File: config.mk
export PLATFORM = sky130hd
export DESIGN_NAME = multicycle_ctrl
export DESIGN_NICKNAME = d
export VERILOG_FILES = /design/src/rtl/multicycle_ctrl_pkg.sv /design/src/rtl/multicycle_ctrl_wait_timer.sv /design/src/rtl/multicycle_ctrl.sv
export SDC_FILE = /design/constraint.sdc
export NUM_CORES = 1
export LEC_CHECK = 0
export BUFFER_PORTS_ARGS = -buffer_cell sky130_fd_sc_hd__buf_2
export CAP_MARGIN = 20
export CORE_MARGIN = 4
export CORE_UTILIZATION = 46
export DETAILED_ROUTE_END_ITERATION = 10
export PLACE_DENSITY = 0.69
export SLEW_MARGIN = 10
export SYNTH_ARGS = -nofsm -noshare
export SYNTH_HDL_FRONTEND = slang
export SYNTH_HIERARCHICAL = 1
export SYNTH_SLANG_ARGS = --single-unit
File: constraint.sdc
create_clock -name clk -period 5.1 [get_ports clk]
set_input_delay 0.51 -clock clk [delete_from_list [all_inputs] [get_ports clk]]
set_output_delay 0.51 -clock clk [all_outputs]
set_load 0.03 [all_outputs]
File: src/rtl/multicycle_ctrl_pkg.sv
`default_nettype none
// +----------------------------------------------------------------------+
// | Module   : ctrl_pkg                                                  |
// | Purpose  : Shared types for the multicycle accumulator-CPU           |
// |            controller: opcode enum, one-hot state enum and the       |
// |            memory-op classifier.                                     |
// | Ports    : none (package)                                            |
// | Revision : 1.0 - initial release                                     |
// +----------------------------------------------------------------------+
package ctrl_pkg;

  typedef enum logic [2:0] {
    OP_HLT = 3'd0,
    OP_SKZ = 3'd1,
    OP_ADD = 3'd2,
    OP_AND = 3'd3,
    OP_XOR = 3'd4,
    OP_LDA = 3'd5,
    OP_STO = 3'd6,
    OP_JMP = 3'd7
  } op_e;

  typedef enum logic [6:0] {
    S_FETCH  = 7'b000_0001,
    S_DECODE = 7'b000_0010,
    S_EXEC   = 7'b000_0100,
    S_WB     = 7'b000_1000,
    S_SKIP   = 7'b001_0000,
    S_HALTED = 7'b010_0000,
    S_ERROR  = 7'b100_0000
  } state_e;

  // Opcodes that touch data memory during EXEC.
  function automatic logic is_mem_op(input op_e op);
    return (op == OP_ADD) || (op == OP_AND) || (op == OP_XOR) ||
           (op == OP_LDA) || (op == OP_STO);
  endfunction

endpackage
`default_nettype wire

File: src/rtl/multicycle_ctrl_wait_timer.sv
`default_nettype none
// +----------------------------------------------------------------------+
// | Module   : wait_timer                                                |
// | Purpose  : Memory wait-state counter shared by FETCH and EXEC.       |
// |            Saturating count, synchronous clear, and an "expired"     |
// |            flag meaning the current wait cycle is the last one       |
// |            allowed before the bus times out.                         |
// | Ports    : clk, rst (async, active-high), clr_i, en_i, expired_o     |
// | Revision : 1.0 - initial release                                     |
// +----------------------------------------------------------------------+
module wait_timer #(
  parameter int unsigned WAIT_LIMIT = 15
) (
  input  logic clk,
  input  logic rst,
  input  logic clr_i,
  input  logic en_i,
  output logic expired_o
);

  // A zero limit still needs a legal 1-bit counter.
  localparam int unsigned CNT_W = (WAIT_LIMIT == 0) ? 1 : $clog2(WAIT_LIMIT + 1);
  localparam logic [CNT_W-1:0] CNT_MAX = '1;

  logic [CNT_W-1:0] cnt_q;

  always_ff @(posedge clk or posedge rst) begin
    if (rst) begin
      cnt_q <= '0;
    end else if (clr_i) begin
      cnt_q <= '0;
    end else if (en_i && (cnt_q != CNT_MAX)) begin
      cnt_q <= cnt_q + 1'b1;
    end
  end

  generate
    if (WAIT_LIMIT == 0) begin : g_no_timeout
      assign expired_o = 1'b0;
    end else begin : g_timeout
      // A not-ready cycle seen with WAIT_LIMIT-1 waits already counted
      // would push the count to WAIT_LIMIT: that is the timeout.
      localparam logic [CNT_W-1:0] LAST_OK = CNT_W'(WAIT_LIMIT - 1);
      assign expired_o = (cnt_q == LAST_OK);
    end
  endgenerate

endmodule
`default_nettype wire

File: src/rtl/multicycle_ctrl.sv
`default_nettype none
// +----------------------------------------------------------------------+
// | Module   : multicycle_ctrl                                           |
// | Purpose  : Multicycle controller for the 8-opcode accumulator ISA.   |
// |            Sequences FETCH/DECODE/EXEC/WB with memory handshakes,    |
// |            bus timeout, skip-on-zero, halt/resume and a retired-     |
// |            instruction counter.                                      |
// | Ports    : clk, rst (async, active-high)                             |
// |            in : opcode, is_zero, imem_ready, dmem_ready, resume      |
// |            out: imem_req, dmem_req, dmem_we, acc_load, acc_sel,      |
// |                 pc_en, pc_load, jmp, halted, err, retired            |
// | Revision : 1.0 - initial release                                     |
// +----------------------------------------------------------------------+
module multicycle_ctrl
  import ctrl_pkg::*;
#(
  parameter int unsigned OPW        = 3,
  parameter int unsigned WAIT_LIMIT = 15,
  parameter int unsigned RET_W      = 16
) (
  input  logic             clk,
  input  logic             rst,
  input  logic [OPW-1:0]   opcode,
  input  logic             is_zero,
  input  logic             imem_ready,
  input  logic             dmem_ready,
  input  logic             resume,
  output logic             imem_req,
  output logic             dmem_req,
  output logic             dmem_we,
  output logic             acc_load,
  output logic             acc_sel,
  output logic             pc_en,
  output logic             pc_load,
  output logic             jmp,
  output logic             halted,
  output logic             err,
  output logic [RET_W-1:0] retired
);

  state_e           state_q;
  logic [OPW-1:0]   ir_op_q;
  logic [RET_W-1:0] retired_q;

  op_e  w_op;
  logic w_op_legal;
  logic w_op_mem, w_op_hlt, w_op_skz, w_op_jmp, w_op_lda, w_op_sto;
  logic w_exec_mem;
  logic w_tmr_clr, w_tmr_en, w_tmr_expired;

  // Codes above 7 (only possible when OPW > 3) decode as NOP.
  generate
    if (OPW > 3) begin : g_wide_op
      assign w_op_legal = (ir_op_q[OPW-1:3] == '0);
    end else begin : g_narrow_op
      assign w_op_legal = 1'b1;
    end
  endgenerate

  assign w_op     = op_e'(ir_op_q[2:0]);
  assign w_op_mem = w_op_legal && is_mem_op(w_op);
  assign w_op_hlt = w_op_legal && (w_op == OP_HLT);
  assign w_op_skz = w_op_legal && (w_op == OP_SKZ);
  assign w_op_jmp = w_op_legal && (w_op == OP_JMP);
  assign w_op_lda = w_op_legal && (w_op == OP_LDA);
  assign w_op_sto = w_op_legal && (w_op == OP_STO);

  assign w_exec_mem = (state_q == S_EXEC) && w_op_mem;

  // One counter serves both memory ports; only one is ever requesting.
  assign w_tmr_clr = ((state_q == S_FETCH) && imem_ready) || (w_exec_mem && dmem_ready);
  assign w_tmr_en  = ((state_q == S_FETCH) && !imem_ready) || (w_exec_mem && !dmem_ready);

  wait_timer #(
    .WAIT_LIMIT (WAIT_LIMIT)
  ) u_wait_timer (
    .clk       (clk),
    .rst       (rst),
    .clr_i     (w_tmr_clr),
    .en_i      (w_tmr_en),
    .expired_o (w_tmr_expired)
  );

  always_ff @(posedge clk or posedge rst) begin
    if (rst) begin
      state_q   <= S_FETCH;
      ir_op_q   <= '0;
      retired_q <= '0;
    end else begin
      unique case (state_q)
        S_FETCH: begin
          if (imem_ready) begin
            ir_op_q <= opcode;
            state_q <= S_DECODE;
          end else if (w_tmr_expired) begin
            state_q <= S_ERROR;
          end
        end
        S_DECODE: state_q <= S_EXEC;
        S_EXEC: begin
          if (w_op_mem) begin
            // Ready wins over expiry: the last allowed wait cycle still succeeds.
            if (dmem_ready) begin
              state_q <= S_WB;
            end else if (w_tmr_expired) begin
              state_q <= S_ERROR;
            end
          end else if (w_op_hlt) begin
            state_q <= S_HALTED;
          end else begin
            state_q <= S_WB;
          end
        end
        S_WB: begin
          retired_q <= retired_q + 1'b1;
          if (!w_op_jmp && w_op_skz && is_zero) begin
            state_q <= S_SKIP;
          end else begin
            state_q <= S_FETCH;
          end
        end
        S_SKIP:   state_q <= S_FETCH;
        S_HALTED: if (resume) state_q <= S_WB;
        S_ERROR:  state_q <= S_ERROR;
        default:  state_q <= S_ERROR;
      endcase
    end
  end

  // Outputs are forced low while reset is held, since the reset state
  // (FETCH) would otherwise already be requesting.
  assign imem_req = !rst && (state_q == S_FETCH);
  assign dmem_req = !rst && w_exec_mem;
  assign dmem_we  = !rst && w_exec_mem && w_op_sto;
  assign acc_load = !rst && w_exec_mem && dmem_ready && !w_op_sto;
  assign acc_sel  = !rst && w_exec_mem && dmem_ready && w_op_lda;
  assign pc_en    = !rst && (((state_q == S_WB) && !w_op_jmp) || (state_q == S_SKIP));
  assign pc_load  = !rst && (state_q == S_WB) && w_op_jmp;
  assign jmp      = !rst && (state_q == S_WB) && w_op_jmp;
  assign halted   = !rst && (state_q == S_HALTED);
  assign err      = !rst && (state_q == S_ERROR);
  assign retired  = (rst || (state_q == S_ERROR)) ? '0 : retired_q;

endmodule
`default_nettype wire

==> flow_metrics.env, run 1 <==
export IMPL_pre_cts_ws_ns=2.67
export IMPL_ys_seq_area_frac=0.428
export IMPL_vias=1462
export IMPL_root_buffer="clkbuf_8"
export IMPL_p_sw_frac=0.210
export IMPL_timing_fmax_mhz=371
export IMPL_dpl_hpwl_microns=2780
export IMPL_fp_row_count=22
export IMPL_syn_nets=196
export IMPL_setup_viol=0
export IMPL_arrival_ns=2.19
export IMPL_first_pass_iters=4
export IMPL_drv_cap=0
export IMPL_hold_path_class="in2async"
export IMPL_slew_viol_final=0
export IMPL_rsz0062_at_grt="false"
export IMPL_io_pins=35
export IMPL_relSlewSlack=0.590
export IMPL_cts_repair_resized=0
export IMPL_p_clk_frac=0.433
export IMPL_p_leak_nw=1.05
export IMPL_seqPwrFrac=0.538
export IMPL_yosys_warnings=6
export IMPL_drt_iter0_markers=46
export IMPL_r2r_start="state_q[6]"
export IMPL_cts_hold_buffers_added=0
export IMPL_start_util=0.479
export IMPL_power_internal_mw=0.350
export IMPL_r2r_cells=7
export IMPL_drc=0
export IMPL_gr_total_overflow=0
export IMPL_synthesis_area_sq_mm=0.00176
export IMPL_htreeDepth=2
export IMPL_syn_inst=184
export IMPL_gp_congestion=0.804
export IMPL_fin_tns_setup_ns=0
export IMPL_die_area_sq_mm=0.00487
export IMPL_timing_rr_end="u_wait_timer/cnt_q[3]"
export IMPL_combPwrFrac=0.029
export IMPL_syn_area_per_cell_sq_um=9.54
export IMPL_cts_buffer_depth=2
export IMPL_io_buffers=34
export IMPL_startpoint_type="flip-flop"
export IMPL_antenna_left=0
export IMPL_final_layout_size_suffix_gt1_frac=0.265
export IMPL_die_width_microns=69.8
export IMPL_skew_ns=0.00961
export IMPL_cp_max_fo=8
export IMPL_routed_wl_microns=3590
export IMPL_grt_pass1_vias=1404
export IMPL_irDropWorstVdd_uv=154
export IMPL_cts_buffers=5
export IMPL_grt_usage=0.159
export IMPL_p_per_area_mw_per_mm2=217
export IMPL_clk_pin_slew_ns=0.07
export IMPL_insertedDiodeCount=0
export IMPL_r2r_setup_slack_ns=2.74
export IMPL_clk_latency_ns=0.28
export IMPL_crit_type="reg2out"
export IMPL_period_share=0.529
export IMPL_hold_violations=0
export IMPL_cts_tree="done"
export IMPL_timing_final_ws_setup_ns=2.40
export IMPL_outcome="completed"
export IMPL_grt_start_max_net_pins=27
export IMPL_wl_per_cell_microns=13.4
export IMPL_power_switching_mw=0.0928
export IMPL_syn2layout_area_growth_pct=16.2
export IMPL_period_minus_slack_ns=2.70
export IMPL_ys_types=42
export IMPL_end_kind="output port"
export IMPL_core_area_sq_mm=0.00366
export IMPL_ys_ff_latch=30
export IMPL_cts_sinks=30
export IMPL_die_h_microns=69.8
export IMPL_worstMarginPinSlew_ns=0.610
export IMPL_grt_pass1_wl_microns=6290
export IMPL_vias_per_cell=5.48
export IMPL_cp_required_ns=4.59
export IMPL_antenna_found_initial=0
export IMPL_fin_nets=230
export IMPL_post_cts_buffers=0
==> cells in the final DEF (no fill, tap or decap), types with 3 or more instances in the layout <==
master and count:
inv_1 12, nor2_1 13, dfrtp_1 29, xor2_1 6
buf_2 34, xnor2_1 11, mux2_2 3, nand3_1 9
nor3_1 8, a21oi_1 4, nor3_2 3, nor4b_1 5
ha_1 3, nand4_1 5, nor4_1 3, nand2_1 16
clkbuf_8 6, and3_1 18
==> Yosys cell counts <==
| cell type | instances | area, sq um |
|---|---|---|
| dfrtp_1 | 29 | 726 |
| and3_1 | 18 | 113 |
| nand2_1 | 16 | 60.1 |
| nor2_1 | 13 | 48.8 |
| inv_1 | 12 | 45.0 |
| xnor2_1 | 11 | 96.3 |
| nand3_1 | 9 | 45.0 |
| nor3_1 | 8 | 40.0 |
| clkbuf_1 | 6 | 22.5 |
| xor2_1 | 6 | 52.6 |
| nand4_1 | 5 | 31.3 |
| nor4b_1 | 5 | 43.8 |
| a21oi_1 | 4 | 20.0 |
| ha_1 | 3 | 37.5 |
| mux2_2 | 3 | 33.8 |
| nor3_2 | 3 | 30.0 |
| nor4_1 | 3 | 18.8 |
| and4_1 | 2 | 17.5 |
| nand4b_1 | 2 | 17.5 |
| o21ai_0 | 2 | 10.0 |
| o31ai_1 | 2 | 15.0 |
| or4_4 | 2 | 22.5 |
| a211oi_1 | 1 | 7.51 |
| a211oi_2 | 1 | 12.5 |
| a311oi_1 | 1 | 8.76 |
| a31o_1 | 1 | 8.76 |
| a41oi_1 | 1 | 8.76 |
| and2_1 | 1 | 6.26 |
| and4_2 | 1 | 10.0 |
| buf_4 | 1 | 7.51 |
| buf_8 | 1 | 15.0 |
| dfstp_2 | 1 | 26.3 |
| nand3_2 | 1 | 10.0 |
| nor4_2 | 1 | 12.5 |
| nor4_4 | 1 | 21.3 |
| o22a_1 | 1 | 8.76 |
| o22ai_1 | 1 | 6.26 |
| o2bb2ai_1 | 1 | 8.76 |
| o311ai_0 | 1 | 8.76 |
| or2_2 | 1 | 6.26 |
| or3_1 | 1 | 6.26 |
| or3b_2 | 1 | 8.76 |
==> worst max-delay path by stage <==
stage | slack (ns) | startpoint | end | depth (start not counted)
2_1_floorplan | 2.13 | state_q[2] | pc_load | 6
3_5_place_dp | 2.67 | rst | retired[7] | 5
3_3_place_gp | 2.66 | rst | retired[5] | 5
5_1_grt | 2.14 | state_q[6] | acc_sel | 5
6_report | 2.40 | state_q[6] | acc_sel | 5
4_1_cts | 2.40 | state_q[6] | acc_sel | 5
==> logic make-up after synthesis <==
kind of cell,synth area share
and+or+nand+nor,0.324
DFF,0.428
buffers and inverters,0.0513
AOI/OAI and AO/OA,0.0706
xor gates and xnor gates,0.0848
muxes,0.0192
adders and majority gates,0.0214
==> registers in the layout, summed over array words and instances (netlist names) <==
| name | count |
|---|---|
| u_wait_timer/cnt_q | 4 |
| ir_op_q | 3 |
| state_q | 7 |
| retired_q | 16 |
==> metal layers <==
layer / GRT usage / up-vias / routed length (microns)
met5: 0 / - / 0
met4: 0.0723 / 0 / 70
met3: 0.0420 / 8 / 197
met2: 0.262 / 45 / 1720
met1: 0.193 / 681 / 1600
li1: - / 728 / -
==> per-stage QoR <==
stage,instances,utilization,total power [mW],hold WS (ns),area [sq um]
after detailed placement,259,0.532,0.256,0.467,1950
final,267,0.557,0.443,0.195,2040
after global placement,259,0.532,0.256,0.460,1950
after floorplan,184,-,0.249,0.276,1760
after CTS,267,0.557,0.447,0.197,2040
after global routing,267,0.557,0.460,0.211,2040
==> power by group through the flow <==
stage               Sequential (mW)  Combinational (mW)  Clock (mW)
floorplan                     0.242             0.00709           0
global placement              0.242              0.0134           0
detailed placement            0.242              0.0132           0
CTS                           0.238              0.0132       0.196
global route                  0.238              0.0150       0.208
finish                        0.238              0.0128       0.192
==> worst max-delay path, stage by stage, from the launching register on <==
cell and delay (ns):
dfrtp_1 0.42, nor3_1 0.54, nand2_1 0.34, nor2_1 0.14, nor4b_1 0.22, buf_2 0.24
==> final cells by class <==
cell class	count	area (sq um)
clock buffers	7	86.3
clock inverters	1	5.00
fillers	348	1620
inverters	12	45.0
multi-input cells	134	913
flip-flops and latches	30	752
well taps	48	60.1
repair buffers	35	178
No activity file was read; power rests on OpenSTA's default activity.
==> run 2, diff against run 1 <==
--- a/config.mk
+++ b/config.mk
@@ -5,12 +5,13 @@
 export SDC_FILE = /design/constraint.sdc
 export NUM_CORES = 1
 export LEC_CHECK = 0
+export ABC_AREA = 1
 export BUFFER_PORTS_ARGS = -buffer_cell sky130_fd_sc_hd__buf_2
 export CAP_MARGIN = 20
 export CORE_MARGIN = 4
 export CORE_UTILIZATION = 46
 export DETAILED_ROUTE_END_ITERATION = 10
-export PLACE_DENSITY = 0.69
+export PLACE_DENSITY = 0.7
 export SLEW_MARGIN = 10
 export SYNTH_ARGS = -nofsm -noshare
 export SYNTH_HDL_FRONTEND = slang
==> constraint.sdc (replaced) <==
create_clock -name clk -period 2.15 [get_ports clk]
set_input_delay 0.215 -clock clk [delete_from_list [all_inputs] [get_ports clk]]
set_output_delay 0.215 -clock clk [all_outputs]
set_load 0.03 [all_outputs]
==> flow_metrics.env, run 2 <==
export IMPL_outcome="completed"
export IMPL_grt_pass1_vias=1765
export IMPL_skew_ns=0.00935
export IMPL_cts_hold_buffers_added=0
export IMPL_top_register="retired_q"
export IMPL_grt_start_max_net_pins=25
export IMPL_r2r_setup_slack_ns=0.39
export IMPL_cts_sinks=30
export IMPL_ys_seq_area_frac=0.375
export IMPL_fin_nets=334
export IMPL_setup_viol=0
export IMPL_drc=0
export IMPL_crit_type="reg2out"
export IMPL_io_pins=35
export IMPL_rsz0062_at_grt="false"
export IMPL_cts_buffers=5
export IMPL_gp_congestion=0.899
export IMPL_die_area_sq_mm=0.00547
export IMPL_ys_ff_latch=30
export IMPL_hold_violations=0
export IMPL_io_buffers=34
export IMPL_syn2layout_area_growth_pct=15.0
export IMPL_ys_top_cells_by_area="dfrtp_1 (36%), nand2_1 (14%), inv_1 (6.9%), nor2_1 (6.2%), nand3_1 (5.2%)"
export IMPL_die_width_microns=74.0
export IMPL_cp_required_ns=1.93
export IMPL_antenna_left=0
export IMPL_total_power_mw=1.05
export IMPL_routed_wl_microns=4480
export IMPL_dpl_hpwl_microns=3360
export IMPL_p_leak_nw=1.09
export IMPL_regArea_sq_um=752
export IMPL_vias=1892
export IMPL_synthesis_area_sq_mm=0.00200
export IMPL_multi_input_area_sq_mm=0.00105
export IMPL_pre_cts_ws_ns=0.415
export IMPL_final_common_cell="nand2_1"
export IMPL_startpoint_type="flip-flop"
export IMPL_async_flop_share=1.00
export IMPL_fin_tns_setup_ns=0
export IMPL_synth_ff_type="dfrtp_1"
export IMPL_dpl_cell_area_sq_mm=0.00222
export IMPL_root_buffer="clkbuf_8"
export IMPL_synthTopCellsByCount="nand2_1 (75), inv_1 (37), nor2_1 (33), dfrtp_1 (29), nand3_1 (21)"
export IMPL_reg_largest_list="retired_q: 16 flops, state_q: 7 flops, u_wait_timer/cnt_q: 4 flops"
export IMPL_first_pass_iters=4
export IMPL_timing_final_ws_setup_ns=0.177
export IMPL_worstMarginPinSlew_ns=0.490
export IMPL_relSlewSlack=0.673
export IMPL_cp_max_fo=17
export IMPL_grt_pass1_wl_microns=7870
export IMPL_start_util=0.487
export IMPL_p_per_area_mw_per_mm2=457
export IMPL_fp_row_count=23
export IMPL_vias_per_cell=5.10
export IMPL_syn_area_per_cell_sq_um=7.05
export IMPL_arrival_ns=1.76
export IMPL_fin_area_sq_mm=0.00230
export IMPL_drt_iter0_markers=115
export IMPL_syn_inst=284
export IMPL_clk_pin_slew_ns=0.06
export IMPL_yosys_warnings=6
export IMPL_clk_latency_ns=0.28
export IMPL_htreeDepth=2
export IMPL_final_layout_size_suffix_gt1_frac=0.206
export IMPL_drv_cap=0
export IMPL_ys_types=31
export IMPL_insertedDiodeCount=0
export IMPL_timing_fmax_mhz=507
export IMPL_largest_reg_flops=16
export IMPL_cts_buffer_depth=2
export IMPL_yosys_area_top_type="dfrtp_1"
export IMPL_synth_edf_count=0
export IMPL_synth_most_common_cell="nand2_1"
export IMPL_syn_nets=296
export IMPL_gr_total_overflow=0
export IMPL_grt_usage=0.187
export IMPL_period_share=0.918
export IMPL_end_kind="output port"
export IMPL_slew_viol_final=0
export IMPL_die_h_microns=74.0
export IMPL_hold_path_class="in2async"
export IMPL_fillers=389
export IMPL_period_minus_slack_ns=1.97
export IMPL_wl_per_cell_microns=12.1
export IMPL_yosys_area_top_type_share=0.362
export IMPL_cts_tree="done"
export IMPL_irDropWorstVdd_uv=323
export IMPL_core_area_sq_mm=0.00412
export IMPL_mostFrequentLayoutCells="nand2_1 (75), inv_1 (37), buf_2 (34)"
export IMPL_antenna_found_initial=0
## run 2: changes by cell type after synthesis, moves of 5 or more
cell / delta
nand2_1: +59
inv_1: +25
nor2_1: +20
and3_1: -17
o21ai_0: +13
nand3_1: +12
xnor2_1: -11
nor3_1: +9
nand4_1: +5
nor4b_1: -5
## run 2: worst paths after layout
kind,end,cells past startpoint,from
max reg2reg,u_wait_timer/cnt_q[3],10,state_q[6]
max in group asynchronous,state_q[0],3,rst
max,err,6,state_q[3]
min in group clk,ir_op_q[1],3,opcode[1]
min,u_wait_timer/cnt_q[0],2,rst
min reg2reg,retired_q[15],2,retired_q[15]
## run 2: cell type report
| cell class | instances | share of cell area |
|---|---|---|
| well taps | 50 | 0.0272 |
| flip-flops and latches | 30 | 0.326 |
| clock buffers | 6 | 0.0359 |
| inverters | 43 | 0.0712 |
| multi-input cells | 205 | 0.456 |
| repair buffers | 37 | 0.0837 |
## run 2: timing repair
action	in CTS	in global routing
endpoints found under the hold margin	0	0
resized for setup	0	1
setup buffers	0	0
endpoints found under the setup margin	0	1
## run 2: cells by family after synthesis
group | share of synthesized area
flops | 0.375
simple gates | 0.410
fa+ha+maj | 0.0187
xor+xnor | 0.0350
buf+inv | 0.103
compound gates | 0.0575
## run 2: per-stage QoR
step / utilization / cells / hold slack [ns]
2_1_floorplan: - / 284 / -0.0189
3_3_place_gp: 0.538 / 365 / 0.351
3_5_place_dp: 0.538 / 365 / 0.346
4_1_cts: 0.559 / 371 / 0.0471
5_1_grt: 0.560 / 371 / 0.0814
6_report: 0.560 / 371 / 0.0552
## run 2: report_power, final
part           internal, mW  total (mW)  switching (mW)
registers             0.567       0.569         0.00256
logic                0.0114      0.0428          0.0314
clock network         0.246       0.441           0.195
## run 2: routing by layer
metal  routed length [microns]  GRT usage
met1                      2110      0.246
met2                      2060      0.300
met3                       240     0.0446
met4                        63     0.0684
met5                         0          0
## run 2: worst max-delay path, cell delays in order, from the launching register on
cell	delay (ns)
dfrtp_1	0.44
nor2_2	0.16
nand2_2	0.12
nor4_4	0.14
buf_4	0.26
and2_2	0.17
buf_2	0.19
==> run 3, diff against run 2 <==
--- a/config.mk
+++ b/config.mk
@@ -11,6 +11,7 @@
 export CORE_MARGIN = 4
 export CORE_UTILIZATION = 46
 export DETAILED_ROUTE_END_ITERATION = 10
+export MAX_ROUTING_LAYER = met4
 export PLACE_DENSITY = 0.7
 export SLEW_MARGIN = 10
 export SYNTH_ARGS = -nofsm -noshare
==> constraint.sdc (replaced) <==
create_clock -name clk -period 2.15 [get_ports clk]
set_input_delay 0.215 -clock clk [delete_from_list [all_inputs] [get_ports clk]]
set_output_delay 0.215 -clock clk [all_outputs]
set_load 0.005 [all_outputs]
==> flow_metrics.env, run 3 (synthesis results as in run 2) <==
export IMPL_root_buffer="clkbuf_8"
export IMPL_final_common_cell="nand2_1"
export IMPL_grt_pass1_wl_microns=7800
export IMPL_rsz0062_at_grt="false"
export IMPL_vias_per_cell=5.06
export IMPL_io_pins=35
export IMPL_routed_wl_microns=4700
export IMPL_timing_final_ws_setup_ns=0.202
export IMPL_cp_required_ns=1.93
export IMPL_reg_largest_list="retired_q: 16 flops, state_q: 7 flops, u_wait_timer/cnt_q: 4 flops"
export IMPL_worstMarginPinSlew_ns=0.457
export IMPL_startpoint_type="flip-flop"
export IMPL_period_share=0.906
export IMPL_mostFrequentLayoutCells="nand2_1 (75), inv_1 (37), buf_2 (34)"
export IMPL_wl_per_cell_microns=12.5
export IMPL_power_switching_mw=0.262
export IMPL_end_kind="output port"
export IMPL_setup_viol=0
export IMPL_start_util=0.487
export IMPL_fin_nets=337
export IMPL_largest_reg_flops=16
export IMPL_top_register="retired_q"
export IMPL_final_util=0.568
export IMPL_drc=0
export IMPL_crit_type="reg2out"
export IMPL_p_clk_frac=0.442
export IMPL_syn2layout_area_growth_pct=16.6
export IMPL_die_area_sq_mm=0.00547
export IMPL_first_pass_iters=4
export IMPL_p_sw_frac=0.238
export IMPL_die_width_microns=74.0
export IMPL_cts_tree="done"
export IMPL_irDropWorstVdd_uv=256
export IMPL_grt_start_max_net_pins=24
export IMPL_cts_buffers=5
export IMPL_total_power_mw=1.10
export IMPL_power_internal_mw=0.837
export IMPL_vias=1904
export IMPL_seqPwrFrac=0.518
export IMPL_antenna_left=0
export IMPL_drt_iter0_markers=97
export IMPL_die_h_microns=74.0
export IMPL_fin_area_sq_mm=0.00234
export IMPL_hold_path_class="in2reg"
export IMPL_relSlewSlack=0.695
export IMPL_antenna_found_initial=0
export IMPL_gr_total_overflow=0
export IMPL_p_per_area_mw_per_mm2=471
export IMPL_final_layout_size_suffix_gt1_frac=0.212
export IMPL_p_leak_nw=1.10
export IMPL_cp_max_fo=9
export IMPL_slew_viol_final=0
export IMPL_timing_fmax_mhz=513
export IMPL_combPwrFrac=0.040
export IMPL_hold_violations=0
export IMPL_fin_tns_setup_ns=0
export IMPL_clk_latency_ns=0.29
export IMPL_io_buffers=34
export IMPL_pre_cts_ws_ns=0.343
export IMPL_grt_pass1_vias=1769
export IMPL_dpl_hpwl_microns=3600
export IMPL_period_minus_slack_ns=1.95
export IMPL_cts_sinks=30
export IMPL_fp_row_count=23
export IMPL_fillers=409
export IMPL_gp_congestion=0.852
export IMPL_outcome="completed"
export IMPL_clk_pin_slew_ns=0.07
export IMPL_core_area_sq_mm=0.00412
export IMPL_cts_buffer_depth=2
export IMPL_drv_cap=0
export IMPL_skew_ns=0.00737
export IMPL_arrival_ns=1.73
export IMPL_htreeDepth=2
export IMPL_cts_repair_resized=0
export IMPL_insertedDiodeCount=0
export IMPL_dpl_cell_area_sq_mm=0.00222
export IMPL_grt_usage=0.195
## run 3: cell count changes in the layout (fill, tap and decap cells not counted), sizes merged
| cell | previous run | this run |
|---|---|---|
| buf | 37 | 39 |
| clkinvlp | 0 | 1 |
| clkinv | 2 | 3 |
| dlygate4sd3 | 0 | 1 |
## run 3: power by group through the flow
stage                     combinational [mW]  sequential [mW]  clock (mW)
after floorplan                       0.0219            0.579           0
after global placement                0.0436            0.579           0
after detailed placement              0.0438            0.579           0
after CTS                             0.0454            0.569       0.498
after global routing                  0.0506            0.569       0.525
final                                 0.0442            0.569       0.486
## run 3: path summary, 6_finish.rpt
check,cells after the start,slack [ns],endpoint,from
setup reg to reg,10,0.42,u_wait_timer/cnt_q[2],state_q[6]
hold / removal,2,0.14,state_q[5],resume
min in group asynchronous,3,0.49,state_q[6],rst
max in group asynchronous,4,0.98,state_q[0],rst
setup / recovery,6,0.20,err,state_q[3]
hold reg to reg,2,0.53,retired_q[15],retired_q[15]
## run 3: layer usage
metal / wire length [microns] / global-route usage
met4: 92 / 0.0684
met5: 0 / -
met2: 2280 / 0.314
met1: 2100 / 0.236
met3: 224 / 0.0514
## run 3: layout make-up
cell class / instances / area (sq um) / area share
Clock inverter: 2 / 12.5 / 0.00536
Inverter: 43 / 164 / 0.0702
Multi-Input combinational cell: 205 / 1040 / 0.447
Tap cell: 50 / 62.6 / 0.0268
Timing Repair Buffer: 40 / 218 / 0.0932
Sequential cell: 30 / 752 / 0.322
Clock buffer: 6 / 82.6 / 0.0354
## run 3: stage by stage
stage	std cells	hold WS (ns)
2_1_floorplan	284	-0.0189
3_3_place_gp	366	0.244
3_5_place_dp	366	0.248
4_1_cts	375	0.132
5_1_grt	376	0.139
6_report	376	0.137
## run 3: critical path: stages, from the launching register on
cell     delay [ns]
dfrtp_1        0.43
nor2_2         0.16
nand2_2        0.11
nor4_4         0.30
buf_4          0.21
and2_2         0.14
buf_2          0.10
## run 3: what timing repair did
item / in CTS / in global routing
hold buffers: 1 / 0
setup buffers: 0 / 1
setup endpoints to repair: 0 / 8
endpoints found under the hold margin: 7 / 0
